[config.mk]
export PLATFORM = sky130hd
export DESIGN_NAME = jtcps1_vram_arb
export DESIGN_NICKNAME = d
export VERILOG_FILES = /design/src/rtl/jtcps1_vram_arb.sv
export SDC_FILE = /design/constraint.sdc
export NUM_CORES = 1
export LEC_CHECK = 0
export CORE_MARGIN = 5
export CORE_UTILIZATION = 30
export CTS_BUF_LIST = sky130_fd_sc_hd__clkbuf_4
export CTS_CLUSTER_SIZE = 10
export DETAILED_ROUTE_END_ITERATION = 7
export RECOVER_POWER = 100
export REMOVE_ABC_BUFFERS = 1
export SLEW_MARGIN = 10
export SYNTH_ARGS = -nofsm -noshare
export SYNTH_HDL_FRONTEND = slang
export SYNTH_SLANG_ARGS = --single-unit
[constraint.sdc]
create_clock -name clk -period 2.7 [get_ports clk]
set_input_delay 0.54 -clock clk [delete_from_list [all_inputs] [get_ports clk]]
set_output_delay 0.54 -clock clk [all_outputs]
set_load 0.02 [all_outputs]
[src/rtl/jtcps1_vram_arb.sv]
// jtcps1_vram_arb: one shared VRAM read port for three video readers.
// Channel 0 reads the scroll tile maps, channel 1 the object table and channel 2
// the palette copy. Arbitration is round-robin. pal_prio lets channel 2 win
// every arbitration. Each channel latches its own data, so a re-read of the last
// served address returns at once.
module jtcps1_vram_arb #(
    parameter int AW = 17,
    parameter int DW = 16
) (
    input  logic          clk,
    input  logic          rstn,
    input  logic          pal_prio,
    // scroll tile maps
    input  logic          ch0_cs,
    input  logic [AW-1:0] ch0_addr,
    output logic [DW-1:0] ch0_data,
    output logic          ch0_ok,
    // object table
    input  logic          ch1_cs,
    input  logic [AW-1:0] ch1_addr,
    output logic [DW-1:0] ch1_data,
    output logic          ch1_ok,
    // palette copy
    input  logic          ch2_cs,
    input  logic [AW-1:0] ch2_addr,
    output logic [DW-1:0] ch2_data,
    output logic          ch2_ok,
    // shared VRAM port
    output logic [AW-1:0] ram_addr,
    output logic          ram_cs,
    input  logic [DW-1:0] ram_data,
    input  logic          ram_ok,
    output logic [1:0]    gnt
);

    typedef enum logic {
        IDLE,
        BUSY
    } state_t;

    localparam logic [1:0] GNT_NONE = 2'd3;

    state_t        state, state_nxt;
    logic          grant;   // IDLE -> BUSY this cycle
    logic          done;    // BUSY -> IDLE this cycle
    logic [1:0]    win;
    logic [1:0]    ptr;     // last channel granted

    logic [2:0]    ch_cs;
    logic [AW-1:0] ch_addr [3];
    logic [AW-1:0] served  [3];
    logic [DW-1:0] data_q  [3];
    logic [2:0]    valid;
    logic [2:0]    hit;
    logic [2:0]    pend;

    assign ch_cs      = {ch2_cs, ch1_cs, ch0_cs};
    assign ch_addr[0] = ch0_addr;
    assign ch_addr[1] = ch1_addr;
    assign ch_addr[2] = ch2_addr;

    // Hit/pending per channel: a valid latch for the current address needs no access
    always_comb begin
        for (int n = 0; n < 3; n++) begin
            hit[n]  = valid[n] && (ch_addr[n] == served[n]);
            pend[n] = ch_cs[n] && !hit[n];
        end
    end

    // ok follows the address compare combinationally, so it drops in the same cycle
    assign ch0_ok   = ch0_cs && hit[0];
    assign ch1_ok   = ch1_cs && hit[1];
    assign ch2_ok   = ch2_cs && hit[2];
    assign ch0_data = data_q[0];
    assign ch1_data = data_q[1];
    assign ch2_data = data_q[2];

    assign ram_cs = (state == BUSY);

    // Winner select: palette override, else first pending channel after ptr
    always_comb begin
        // NOTE: every always_comb output gets a default first, so no path leaves it unassigned and no latch is inferred.
        win = 2'd0;
        if (pal_prio && pend[2]) begin
            win = 2'd2;
        end else begin
            // Walk the cyclic order backwards so the earliest pending channel is written last
            for (int i = 3; i >= 1; i--) begin
                if (pend[(int'(ptr) + i) % 3]) win = 2'((int'(ptr) + i) % 3);
            end
        end
    end

    // State register
    always_ff @(posedge clk) begin
        // NOTE: sequential state uses non-blocking assignments so every flop samples pre-edge values.
        if (!rstn) state <= IDLE;
        else       state <= state_nxt;
    end

    // Next state: grant from IDLE on any pending request, release on ram_ok
    always_comb begin
        state_nxt = state;
        grant     = 1'b0;
        done      = 1'b0;
        case (state)
            IDLE: begin
                if (|pend) begin
                    grant     = 1'b1;
                    state_nxt = BUSY;
                end
            end
            BUSY: begin
                if (ram_ok) begin
                    done      = 1'b1;
                    state_nxt = IDLE;
                end
            end
            default: state_nxt = IDLE;
        endcase
    end

    // Datapath: capture address/grant on entry, latch data and served address on completion
    always_ff @(posedge clk) begin
        if (!rstn) begin
            ram_addr <= '0;
            gnt      <= GNT_NONE;
            ptr      <= 2'd2;
            valid    <= '0;
            // NOTE: the per-channel latches are only three words and must read zero after reset, so they are reset like plain flops.
            for (int n = 0; n < 3; n++) begin
                served[n] <= '0;
                data_q[n] <= '0;
            end
        end else if (grant) begin
            gnt <= win;
            ptr <= win;
            for (int n = 0; n < 3; n++) begin
                if (win == 2'(n)) begin
                    ram_addr <= ch_addr[n];
                    valid[n] <= 1'b0;
                end
            end
        end else if (done) begin
            gnt <= GNT_NONE;
            for (int n = 0; n < 3; n++) begin
                if (gnt == 2'(n)) begin
                    data_q[n] <= ram_data;
                    served[n] <= ram_addr;
                    valid[n]  <= 1'b1;
                end
            end
        end
    end

endmodule

# Word level (Yosys, flattened, before mapping)
# Memory sizes are Yosys's and may differ from the RTL's.
# Cells that the tools add are included.
dict set report op_classes {
  muxes 54
  div 3
  n_eq_ne 10
  n_bitwise 7
  order_cmp 3
  add_sub_neg 3
  reduce_logical 25
}
# cell n
set ops {}
lappend ops {{two-way mux 17 bit} 6}
lappend ops {{less-than comparator 32 x 4 -> 1 bit, second input constant} 3}
lappend ops {{modulo 32 x 3 -> 32 bit, second input constant} 3}
lappend ops {{equality test 17 bit} 3}
lappend ops {{two-way mux 16 bit} 3}
lappend ops {{two-way mux 1 bit} 33}
lappend ops {{two-way mux 2 bit} 6}
lappend ops {{logical AND 1 bit} 10}
lappend ops {{AND reduction 3 bit} 3}
lappend ops {{nonzero test 2 bit} 4}
lappend ops {{adder 2 x 2 -> 3 bit, second input constant} 2}
lappend ops {{binary-select mux 1 bit (select 2 bit)} 3}
lappend ops {{two-way mux 3 bit} 2}
lappend ops {{inequality test 2 x 1 -> 1 bit, second input constant} 3}
lappend ops {{OR 1 bit} 6}
lappend ops {{equality test 2 x 1 -> 1 bit, second input constant} 2}
lappend ops {{equality test 2 bit, second input constant} 2}
lappend ops {{logical NOT 2 bit} 2}
lappend ops {{adder 2 x 1 -> 3 bit, second input constant} 1}
lappend ops {{logical NOT 1 bit} 3}
lappend ops {{nonzero test 3 bit} 1}
lappend ops {{OR reduction 3 bit} 1}
lappend ops {{case mux 1 bit (2 select lines)} 1}
lappend ops {{AND reduction 2 bit} 1}
lappend ops {{NOT 1 bit} 1}
dict set report word_totals {
  word_cells 114
  ram_bits 99
  out_inout_bits 71
  in_bits 74
  mem_count 2
  register_bits 25
}
# memory depth width read_ports rd_clocked_by_memory_dff write_ports line_no
set mem_list {}
lappend mem_list {served 3 17 3 0 3 51} ;# logic [AW-1:0] served [3];
lappend mem_list {data_q 3 16 3 0 3 52} ;# logic [DW-1:0] data_q [3];

# Depth between registers and ports, before layout
# Gate-level depths: netlist (run 1).
dict set report depth {
  word_depth 15
  ltp_mapped 13
  ltp_nobuf 10
}

# Least setup slack after synthesis (run 1)
# OpenSTA, ideal clock, no wires.
dict set report synth_path {
  path_type {input -> register}
  startpoint {in ch1_addr[15]}
  endpoint {reg ram_addr[1]}
  t_arrival_ns 2.446
  stages 10
  path_slack_ns 0.121
  path_cell_list {xnor2_1 nand4_1 or3_1 o21ai_1 a31oi_1 o211a_1 buf_2 buf_2 nand3_1 o2111ai_2}
}
dict set report synth_via {
  elab_chain_cells 14
  word_cells_on_any_way 27
  cone_classes {3 x eq/ne; 17 x mux; 7 x reduce/logical}
}
# element line_no
set synth_rtl {}
lappend synth_rtl {{start: declaration} 20} ;# input logic [AW-1:0] ch1_addr,
lappend synth_rtl {{equality test 17 bit *} 65} ;# hit[n] = valid[n] && (ch_addr[n] == served[n]);
lappend synth_rtl {{logical AND 1 bit *} 65}
lappend synth_rtl {{logical NOT 1 bit *} 66} ;# pend[n] = ch_cs[n] && !hit[n];
lappend synth_rtl {{logical AND 1 bit *} 66}
lappend synth_rtl {{binary-select mux 1 bit (select 2 bit)} 89} ;# if (pend[(int'(ptr) + i) % 3]) win = 2'((int'(ptr) + i) % 3);
lappend synth_rtl {{two-way mux 1 bit (not written as such) (2 in a row)} 89}
lappend synth_rtl {{two-way mux 2 bit (3 in a row)} 89}
lappend synth_rtl {{two-way mux 2 bit} 84} ;# if (pal_prio && pend[2]) begin
lappend synth_rtl {{equality test 2 x 1 -> 1 bit, or another cell as far along} 139} ;# if (win == 2'(n)) begin
lappend synth_rtl {{nonzero test 3 bit (no source line) / two-way mux 17 bit (equally long branches)} n/a}
lappend synth_rtl {{AND reduction 2 bit (no source line) / two-way mux 17 bit (equally long branches)} n/a}
lappend synth_rtl {{end signal: assignment} 140} ;# ram_addr <= ch_addr[n];
lappend synth_rtl {{end: declaration} 29} ;# output logic [AW-1:0] ram_addr,
# Mark *: on every way between the ends. The rest lies on a longest branch, timed or not. The select of a mux whose other input is x is not followed.
# A chain may end at the register's enable or synchronous reset.

# Final worst setup path (run 1)
dict set report layout_path {
  startpoint {in ch1_addr[11]}
  endpoint {reg ram_addr[7]}
}
# The elaborated chain is that of the path after synthesis.

==> key figures, run 1 <==
Run status
  – Status: complete, no violations

Cells and area
  – Area Growth Syn to Fin: 46.0%
  – Most frequent cells in the layout: edfxtp_1 (99), clkdlybuf4s50_1 (71), dlygate4sd3_1 (68)
  – Multi-input gate area: 1770 sq um
  – Finished Layout Cells: 831
  – Reg area: 3470 sq um
  – Fraction of layout cells with a size suffix above 1: 0.188
  – Commonest non-fill, non-tap cell in the layout: edfxtp_1
  – Fillers: 1587
  – ANT cells: 0
  – Final nets: 669

Clock tree
  – CTS tree: built
  – # clock sinks: 124
  – H-tree levels: 4
  – Worst-Skew Late Latency: 550 ps
  – Num CTS Buffers: 17
  – Root Driver: clkbuf_4
  – Max Root-Sink Buffers: 2
  – Clk slew on worst S/H paths: 100 ps
  – Post-CTS Hold Fix Bufs: 0

Detailed routing
  – Antenna viol nets, final: 0
  – Router iterations before antenna repair: 4
  – DRT iter0 DRCs: 216
  – Final WL: 16000 microns
  – Vias per cell: 4.80
  – WL met2: 7490 microns
  – Routed via count: 3989
  – Wire per inst: 19.3 microns
  – Top routing layer used: met5
  – Post-route DRC: 0
  – DRT met1 WL: 6240 microns
  – Routed wire length on met3: 1870 microns

Setup path
  – CP top delay family: simple AND/OR/NAND/NOR gates
  – Worst Reg-to-Reg Cells: 10
  – CP cell instances: clkdlybuf4s50_1, xnor2_1, buf_4, nand4_1, or3_4, o211ai_2, a31oi_2, or3_1, or2_4, buf_12, o2111ai_2
  – Worst Path Max Fanout: 11
  – Max incr delay on CP: 510 ps
  – CP arrival: 3130 ps
  – Crit path buffers/inverters: 3
  – Worst r2r src: served[0][29]
  – Setup slack, reg-to-reg: 90 ps
  – Startpoint class of the critical path: input port
  – WS Path Type: in -> reg
  – Nature of the critical path endpoint: flop
  – CP required: 3160 ps
  – Reg2Reg Capture Point: ram_addr[7]
  – Slowest cell on crit path: clkdlybuf4s50_1

Timing
  – Count of final setup violators: 0
  – Final Hold Vio Count: 0
  – Slew Limit Headroom: 0.261
  – FMAX: 374 MHz
  – Tmin final: 2680 ps
  – Final cycle utilization of the critical path: 0.992
  – Final worst setup slack: 22.9 ps
  – RSZ-0062 raised after global routing: yes
  – Worst-Margin Slew: 1110 ps
  – Max Clock Skew: 20.7 ps
  – Setup TNS: 0 ps
  – Max-slew violations: 0
  – Fin Hold WS: 367 ps

Global routing
  – Vias in the first global route: 4269
  – Pin count of the biggest net entering global routing: 34
  – Initial antenna violation count: 2
  – GR Util All Layers: 0.161
  – First-pass GRT wire length: 24200 microns
  – Gr ovfl total: 0

Synthesis
  – Synth warn: 0
  – Part of the Yosys area used for sequential elements: 0.661
  – Post-Syn Area: 5250 sq um
  – Syn Area/Cell: 13.2 sq um
  – Synth Register Bits: 124
  – Distinct cells, synth: 40
  – Post-Synthesis Cells: 399

Die
  – Initial cell density of the core: 0.305
  – Boundary Pins: 145
  – Die H: 142 microns
  – Chip width: 142 microns
  – Die footprint: 20300 sq um
  – Core area: 17200 sq um
  – Row count: 48

Placed design
  – Hpwl dp: 11300 microns
  – Dpl cells: 798
  – Worst slack, placed: -713 ps
  – Port bufs: 144
  – Final GP Congestion: 0.885

Power
  – VDD IR-drop max: 0.411 mV
  – Power Density: 558 nW/um^2
  – Lkg Pwr: 0.00295 uW

Hold path
  – Min-Delay Endpoint: ram_addr[12]
  – Hold Crit Class: in -> reg
  – Hold depth: 3
  – Hold path start: ch1_addr[12]

Job
  – # Max-Cap Violations: 0
==> flip-flops by register name, summed over array words and instances, names as in the netlist <==
name      count
ram_addr     17
ram_cs        1
served       51
ptr           2
gnt           2
valid         3
data_q       48
==> power by group <==
part / total, uW / internal, uW / leakage [uW] / switching (uW)
Sequential: 2240 / 2180 / 0.00123 / 61.8
Clock: 1280 / 543 / 0.000137 / 737
Combinational: 765 / 355 / 0.00158 / 410
==> stage by stage <==
stage / power (uW) / area [sq um] / utilization
finish: 4280 / 7670 / 0.445
global route: 4490 / 7670 / 0.445
CTS: 4370 / 7660 / 0.445
detailed placement: 3060 / 7310 / 0.424
global placement: 3060 / 7310 / 0.424
floorplan: 2580 / 5170 / -
==> cell type report <==
type                            count  area share
Clock inverter                     15      0.0196
Tap cell                          225      0.0367
Multi-Input combinational cell    238       0.231
Inverter                           21      0.0103
Sequential cell                   124       0.453
Timing Repair Buffer              191       0.234
Clock buffer                       17      0.0166
==> what timing repair did <==
action,4_1_cts,5_1_grt
pin swaps,6,12
gates resized for setup,26,15
endpoints found under the setup margin,16,17
hold endpoints to repair,0,0
buffers inserted,0,1
==> layer usage <==
metal,vias to the layer above,GRT usage
met5,-,0
met4,4,0.0505
met3,35,0.0847
met2,173,0.259
met1,1922,0.187
li1,1855,-
==> synth_stat cells (all sizes together) <==
library cell / instances / area (sq um)
edfxtp: 99 / 2970
and2: 33 / 206
nand2: 32 / 120
nand3: 31 / 155
xnor2: 28 / 245
dfxtp: 25 / 500
xor2: 23 / 201
inv: 21 / 78.8
o2111ai: 14 / 185
nand4: 9 / 56.3
nor2: 9 / 33.8
buf: 8 / 51.3
clkbuf: 8 / 30.0
a211oi: 7 / 52.6
a31oi: 6 / 37.5
nor3: 6 / 30.0
nor4: 6 / 43.8
o21ai: 6 / 30.0
a21oi: 4 / 20.0
and3: 3 / 18.8
o221ai: 3 / 26.3
a21o: 2 / 15.0
ha: 2 / 25.0
nand2b: 2 / 12.5
o211ai: 2 / 20.0
or3: 2 / 12.5
a211o: 1 / 8.76
a31o: 1 / 8.76
mux2i: 1 / 10.0
nand4bb: 1 / 11.3
nor3b: 1 / 7.51
o211a: 1 / 10.0
o311a: 1 / 10.0
or2: 1 / 6.26
==> worst max path at each step <==
stage,cells after the start,endpoint,from
after floorplan,8,ram_addr[0],ch0_addr[4]
after global placement,7,ch0_ok,ch0_addr[5]
after detailed placement,7,ch0_ok,ch0_addr[5]
after CTS,6,ch0_ok,served[0][2]
after global routing,5,ch0_ok,served[0][1]
final,11,ram_addr[7],ch1_addr[11]
==> worst reg2reg max path, cell delays in order (launching register included) <==
cell and delay, ps:
edfxtp_1 420, xnor2_2 190, buf_4 140, nand4_1 90
or3_4 410, o211ai_2 190, a31oi_2 110, or3_1 400
or2_4 270, buf_12 160, o2111ai_2 170
==> cells by family after synthesis <==
group,Yosys count,share of synthesized area
simple gates,136,0.136
flops,124,0.661
xor+xnor,51,0.0850
compound gates,48,0.0807
buf+inv,37,0.0305
fa+ha+maj,2,0.00476
mux,1,0.00191
(Power assumes the default switching activity.)
==> inputs of run 2 (changes only) <==
--- a/config.mk
+++ b/config.mk
@@ -5,7 +5,6 @@
 export SDC_FILE = /design/constraint.sdc
 export NUM_CORES = 1
 export LEC_CHECK = 0
-export CORE_MARGIN = 5
 export CORE_UTILIZATION = 30
 export CTS_BUF_LIST = sky130_fd_sc_hd__clkbuf_4
 export CTS_CLUSTER_SIZE = 10
==> key figures, run 2 (synthesis gave the netlist of run 1 again) <==
Timing
  – Tmin final: 2660 ps (-14.9 ps)
  – RSZ-0062 raised after global routing: yes
  – Final cycle utilization of the critical path: 0.986 (-0.00553)
  – Max Clock Skew: 13.6 ps (-7.07 ps)
  – Fin Hold WS: 350 ps (-16.8 ps)
  – Max-slew violations: 0 (unchanged)
  – Count of final setup violators: 0 (unchanged)
  – Final Hold Vio Count: 0 (unchanged)
  – Worst-Margin Slew: 947 ps (-162 ps)
  – Slew Limit Headroom: 0.369 (+0.108)
  – FMAX: 376 MHz (+0.56%)

Detailed routing
  – Router iterations before antenna repair: 4 (unchanged)
  – Antenna viol nets, final: 0 (unchanged)
  – Final WL: 15100 microns (-5.8%)
  – Vias per cell: 4.75 (-1.1%)
  – Post-route DRC: 0 (unchanged)
  – Routed via count: 3940 (-1.2%)
  – DRT iter0 DRCs: 189 (-13%)
  – Wire per inst: 18.2 microns (-5.6%)

Global routing
  – Initial antenna violation count: 0 (-2)
  – GRT met1 Usage: 0.205 (+0.0180)
  – First-pass GRT wire length: 22800 microns (-5.9%)
  – Vias in the first global route: 4115 (-3.6%)
  – M2 GR Usage: 0.288 (+0.0282)
  – GR Util All Layers: 0.173 (+0.0123)
  – Pin count of the biggest net entering global routing: 34 (unchanged)
  – Grt peak-use layer: met2
  – Gr ovfl total: 0 (unchanged)
  – M3 GR Usage: 0.0661 (-0.0185)

Placed design
  – Port bufs: 144 (unchanged)
  – Final GP Congestion: 0.868 (-1.9%)
  – Dpl cells: 799 (+0.13%)
  – Hpwl dp: 10700 microns (-5.2%)

Cells and area
  – Multi-input gate area: 1750 sq um (-1.3%)
  – Max reg flops: 51 (unchanged)
  – Most frequent cells in the layout: edfxtp_1 (99), clkdlybuf4s50_1 (70), dlygate4sd3_1 (68)
  – Commonest non-fill, non-tap cell in the layout: edfxtp_1
  – Finished Layout Cells: 830 (-0.12%)
  – ANT cells: 0 (unchanged)
  – Fillers: 1631 (+2.8%)
  – Fraction of layout cells with a size suffix above 1: 0.179 (-0.00961)
  – Biggest register: served
  – Area Growth Syn to Fin: 46.6%
  – Biggest regs: served (51), data_q (48), ram_addr (17)
  – Reg area: 3470 sq um (unchanged)
  – Final nets: 668 (-0.15%)

Die
  – Die H: 134 microns (-5.6%)
  – Boundary Pins: 145 (unchanged)
  – Die footprint: 18000 sq um (-11%)
  – Initial cell density of the core: 0.306 (+0.00107)
  – Core area: 17200 sq um (-0.35%)
  – Row count: 48 (unchanged)
  – Chip width: 134 microns (-5.6%)

Power
  – Net Sw Frac: 0.264 (-0.0186)
  – Lkg Pwr: 0.00298 uW (+1.1%)
  – Power share of the clock group: 0.344 (+0.045)
  – Power Density: 591 nW/um^2 (+5.9%)
  – Net Sw Power: 1200 uW (-0.68%)
  – Sequential power share: 0.492 (-0.030)
  – Internal power: 3350 uW (+9.1%)
  – VDD IR-drop max: 0.326 mV (-21%)
  – Logic pwr share: 0.164 (-0.015)

Clock tree
  – CTS tree: built
  – Worst-Skew Late Latency: 520 ps (-30 ps)
  – Num CTS Buffers: 17 (unchanged)
  – # clock sinks: 124 (unchanged)
  – H-tree levels: 4 (unchanged)
  – Clk slew on worst S/H paths: 120 ps (+20 ps)
  – Max Root-Sink Buffers: 2 (unchanged)
  – Post-CTS Setup Inserts: 0 (unchanged)
  – Root Driver: clkbuf_4

Setup path
  – Worst Reg-to-Reg Cells: 10 (unchanged)
  – Reg2Reg Capture Point: ram_addr[8]
  – Setup slack, reg-to-reg: 110 ps (+20 ps)
  – Startpoint class of the critical path: input port
  – CP required: 3140 ps (-20 ps)
  – Nature of the critical path endpoint: flop
  – CP arrival: 3100 ps (-30 ps)
  – Worst Path Max Fanout: 5 (-6)
  – WS Path Type: in -> reg
  – Worst r2r src: served[0][22]
  – Critical path origin: ch1_addr[1]

Hold path
  – Hold path start: ch1_addr[14]
  – Hold depth: 3 (unchanged)
  – Min-Delay Endpoint: ram_addr[14]
  – Hold Crit Class: in -> reg

Job
  – # Max-Cap Violations: 0 (unchanged)

Run status
  – Status: complete, no violations
==> run 2: power by group through the flow <==
| stage | Combinational, uW | Sequential [uW] | Clock (uW) |
|---|---|---|---|
| 2_1_floorplan | 223 | 2360 | 0 |
| 3_3_place_gp | 773 | 2280 | 0 |
| 3_5_place_dp | 780 | 2280 | 0 |
| 4_1_cts | 786 | 2240 | 1620 |
| 5_1_grt | 795 | 2250 | 1680 |
| 6_report | 746 | 2240 | 1570 |
==> run 2: metrics by stage <==
step,utilization,TNS (ps),power (uW),setup slack [ps],instance area (sq um)
floorplan,-,-5540,2580,-309,5170
global placement,0.427,-14250,3050,-686,7330
detailed placement,0.427,-14980,3060,-707,7330
CTS,0.448,-14.1,4640,-14.1,7690
global route,0.448,-59.2,4730,-25.8,7700
finish,0.448,0,4550,37.8,7700
==> run 2: worst max path at each step <==
stage | to | slack, ps
detailed placement | ram_addr[16] | -710
global route | ch0_ok | -30
floorplan | ram_addr[0] | -310
finish | ram_addr[8] | 40
CTS | ch0_ok | -10
global placement | ch0_ok | -690
==> run 2: worst max-delay path, cell delays in order <==
cell,delay (ps)
clkdlybuf4s50_1,520
xnor2_1,150
buf_4,150
nand4_1,80
or3_4,410
o211ai_2,140
a31oi_1,110
or3_1,340
or2_0,240
clkbuf_2,210
o2111ai_1,210
==> run 2: final cells by class <==
type,instances,share of cell area
multi-input cells,238,0.227
flip-flops and latches,124,0.451
clock buffers,17,0.0166
well taps,225,0.0365
repair buffers,190,0.230
clock inverters,15,0.0286
inverters,21,0.0102
==> run 2: what timing repair did <==
action	CTS	global route
setup endpoints to repair	17	17
hold buffers	0	0
gates resized for setup	20	18
pin swaps	1	7
endpoints found under the hold margin	0	0
gates cloned	0	0
==> run 2: layer usage <==
layer | vias to the layer above | part of all wire
met5 | - | 0
met4 | 0 | 0.021
met3 | 18 | 0.090
met2 | 153 | 0.49
met1 | 1922 | 0.40
li1 | 1847 | -
==> inputs of run 3 (changes only) <==
--- a/config.mk
+++ b/config.mk
@@ -5,10 +5,11 @@
 export SDC_FILE = /design/constraint.sdc
 export NUM_CORES = 1
 export LEC_CHECK = 0
-export CORE_UTILIZATION = 30
+export CORE_UTILIZATION = 40
 export CTS_BUF_LIST = sky130_fd_sc_hd__clkbuf_4
 export CTS_CLUSTER_SIZE = 10
 export DETAILED_ROUTE_END_ITERATION = 7
+export PLACE_DENSITY = 0.71
 export RECOVER_POWER = 100
 export REMOVE_ABC_BUFFERS = 1
 export SLEW_MARGIN = 10
==> key figures, run 3 (synthesis gave the netlist of run 1 again) <==
Hold path
  – Hold path start: ch0_addr[12]
  – Min-Delay Endpoint: ram_addr[12]
  – Hold Crit Class: in -> reg
  – Hold depth: 3 (unchanged)

Cells and area
  – Biggest register: served
  – ANT cells: 0 (unchanged)
  – Final Cell Area: 7610 sq um (-1.2%)
  – Final design utilization: 0.598 (+0.150)
  – Fraction of layout cells with a size suffix above 1: 0.178 (-0.000772)
  – Area Growth Syn to Fin: 44.9%
  – Commonest non-fill, non-tap cell in the layout: clkdlybuf4s50_1
  – Biggest regs: served (51), data_q (48), ram_addr (17)
  – Final nets: 665 (-0.45%)
  – Most frequent cells in the layout: clkdlybuf4s50_1 (138), edfxtp_1 (99), buf_4 (38)
  – Max reg flops: 51 (unchanged)

Clock tree
  – Num CTS Buffers: 17 (unchanged)
  – # clock sinks: 124 (unchanged)
  – H-tree levels: 4 (unchanged)
  – Root Driver: clkbuf_4
  – Clk slew on worst S/H paths: 110 ps (about the same)
  – CTS tree: built
  – Max Root-Sink Buffers: 2 (unchanged)
  – Worst-Skew Late Latency: 510 ps (about the same)
  – Post-CTS Hold Fix Bufs: 0 (unchanged)

Die
  – Die footprint: 13600 sq um (-25%)
  – Initial cell density of the core: 0.413 (+0.107)
  – Boundary Pins: 145 (unchanged)
  – Die H: 117 microns (-13%)
  – Chip width: 117 microns (-13%)
  – Row count: 41 (-15%)
  – Core area: 12700 sq um (-26%)

Timing
  – Worst-Margin Slew: 653 ps (-294 ps)
  – Slew Limit Headroom: 0.565 (+0.196)
  – FMAX: 374 MHz (-0.33%)
  – Count of final setup violators: 0 (unchanged)
  – RSZ-0062 raised after global routing: yes
  – Max Clock Skew: 13.3 ps (-0.335 ps)
  – Setup TNS: 0 ps (unchanged)
  – Final Hold Vio Count: 0 (unchanged)
  – Final cycle utilization of the critical path: 0.989 (+0.00324)
  – Tmin final: 2670 ps (+8.75 ps)
  – Max-slew violations: 0 (unchanged)

Setup path
  – CP cell instances: clkdlybuf4s50_1, xnor2_1, buf_4, nand4_1, or3_1, o211ai_2, a31oi_1, or3_4, or2_4, buf_8, o2111ai_1
  – Max incr delay on CP: 510 ps (about the same)
  – Worst Path Max Fanout: 8 (+3)
  – WS Path Type: in -> reg
  – Nature of the critical path endpoint: flop
  – Setup slack, reg-to-reg: 40 ps (-70 ps)
  – Worst Reg-to-Reg Cells: 10 (unchanged)
  – Startpoint class of the critical path: input port
  – Slowest cell on crit path: clkdlybuf4s50_1
  – Worst r2r src: served[0][12]
  – Reg2Reg Capture Point: ram_addr[10]
  – CP arrival: 3100 ps (about the same)
  – CP required: 3130 ps (about the same)

Placed design
  – Port bufs: 144 (unchanged)
  – Final GP Congestion: 0.865 (-0.36%)
  – Placed cell areas: 7200 sq um (-1.8%)
  – Hpwl dp: 10500 microns (-2.5%)

Job
  – # Max-Cap Violations: 0 (unchanged)

Detailed routing
  – Router iterations before antenna repair: 4 (unchanged)
  – Wire per inst: 18.5 microns (+1.7%)
  – Final WL: 14300 microns (-5.1%)
  – Post-route DRC: 0 (unchanged)
  – DRT iter0 DRCs: 146 (-23%)
  – Routed via count: 3939 (-0.025%)
  – Vias per cell: 5.09 (+7.2%)
  – Antenna viol nets, final: 0 (unchanged)

Global routing
  – Gr ovfl total: 0 (unchanged)
  – GR Util All Layers: 0.225 (+0.0520)
  – First-pass GRT wire length: 22100 microns (-3.0%)
  – Vias in the first global route: 4216 (+2.5%)
  – Pin count of the biggest net entering global routing: 34 (unchanged)
  – Initial antenna violation count: 0 (unchanged)

Power
  – Sequential power share: 0.512 (+0.020)
  – Lkg Pwr: 0.00287 uW (-3.8%)
  – Logic pwr share: 0.178 (+0.014)
  – Internal power: 3210 uW (-4.4%)
  – VDD IR-drop max: 0.534 mV (+64%)
  – Power Density: 574 nW/um^2 (-3.0%)
  – Power share of the clock group: 0.310 (-0.034)
  – Pwr Total: 4370 uW (-4.1%)
  – Net Sw Power: 1160 uW (-3.4%)
  – Net Sw Frac: 0.265 (+0.00185)

Run status
  – Status: complete, no violations
## run 3: cell type report
cell class | count | area [sq um]
flip-flops and latches | 124 | 3470
clock buffers | 18 | 135
multi-input cells | 238 | 1740
clock inverters | 14 | 168
well taps | 172 | 215
inverters | 21 | 78.8
repair buffers | 187 | 1800
fillers | 1077 | 5110
## run 3: power by group through the flow
stage | Clock (uW) | Sequential [uW] | Combinational, uW
2_1_floorplan | 0 | 2360 | 223
3_3_place_gp | 0 | 2270 | 754
3_5_place_dp | 0 | 2280 | 758
4_1_cts | 1390 | 2240 | 767
5_1_grt | 1470 | 2250 | 830
6_report | 1350 | 2240 | 777
## run 3: through the flow
step	hold slack, ps	setup slack [ps]	cells
floorplan	429	-309	383
global placement	469	-741	741
detailed placement	485	-694	741
CTS	436	-31.2	773
global route	300	-48.5	774
finish	355	29.0	774
## run 3: worst max-delay path by stage
stage	start	to	slack, ps	depth (start not counted)
final	ch1_addr[1]	ram_addr[10]	30	11
after global routing	served[0][12]	ram_addr[10]	-50	10
after CTS	served[0][5]	ch0_ok	-30	6
after detailed placement	ch0_addr[5]	ch0_ok	-690	7
after global placement	ch0_addr[5]	ch0_ok	-740	7
after floorplan	ch0_addr[4]	ram_addr[0]	-310	8
## run 3: metal layers
layer | vias up | global-route usage | routed length, microns
li1 | 1848 | - | -
met1 | 1888 | 0.266 | 5690
met4 | 0 | 0.0844 | 215
met5 | - | 0 | 0
met3 | 16 | 0.0924 | 1480
met2 | 187 | 0.369 | 6930
## run 3: worst max-delay path: cells and delay by family
family                 cells  cell delay [ps]
AND/OR/NAND/NOR            4             1150
XOR/XNOR                   1              130
buffers and inverters      3              800
AO/OA/AOI/OAI              3              460
## run 3: timing repair
action	CTS	global route
resized for setup	22	15
pin swaps	3	10
endpoints found under the setup margin	17	18
setup buffers	0	1
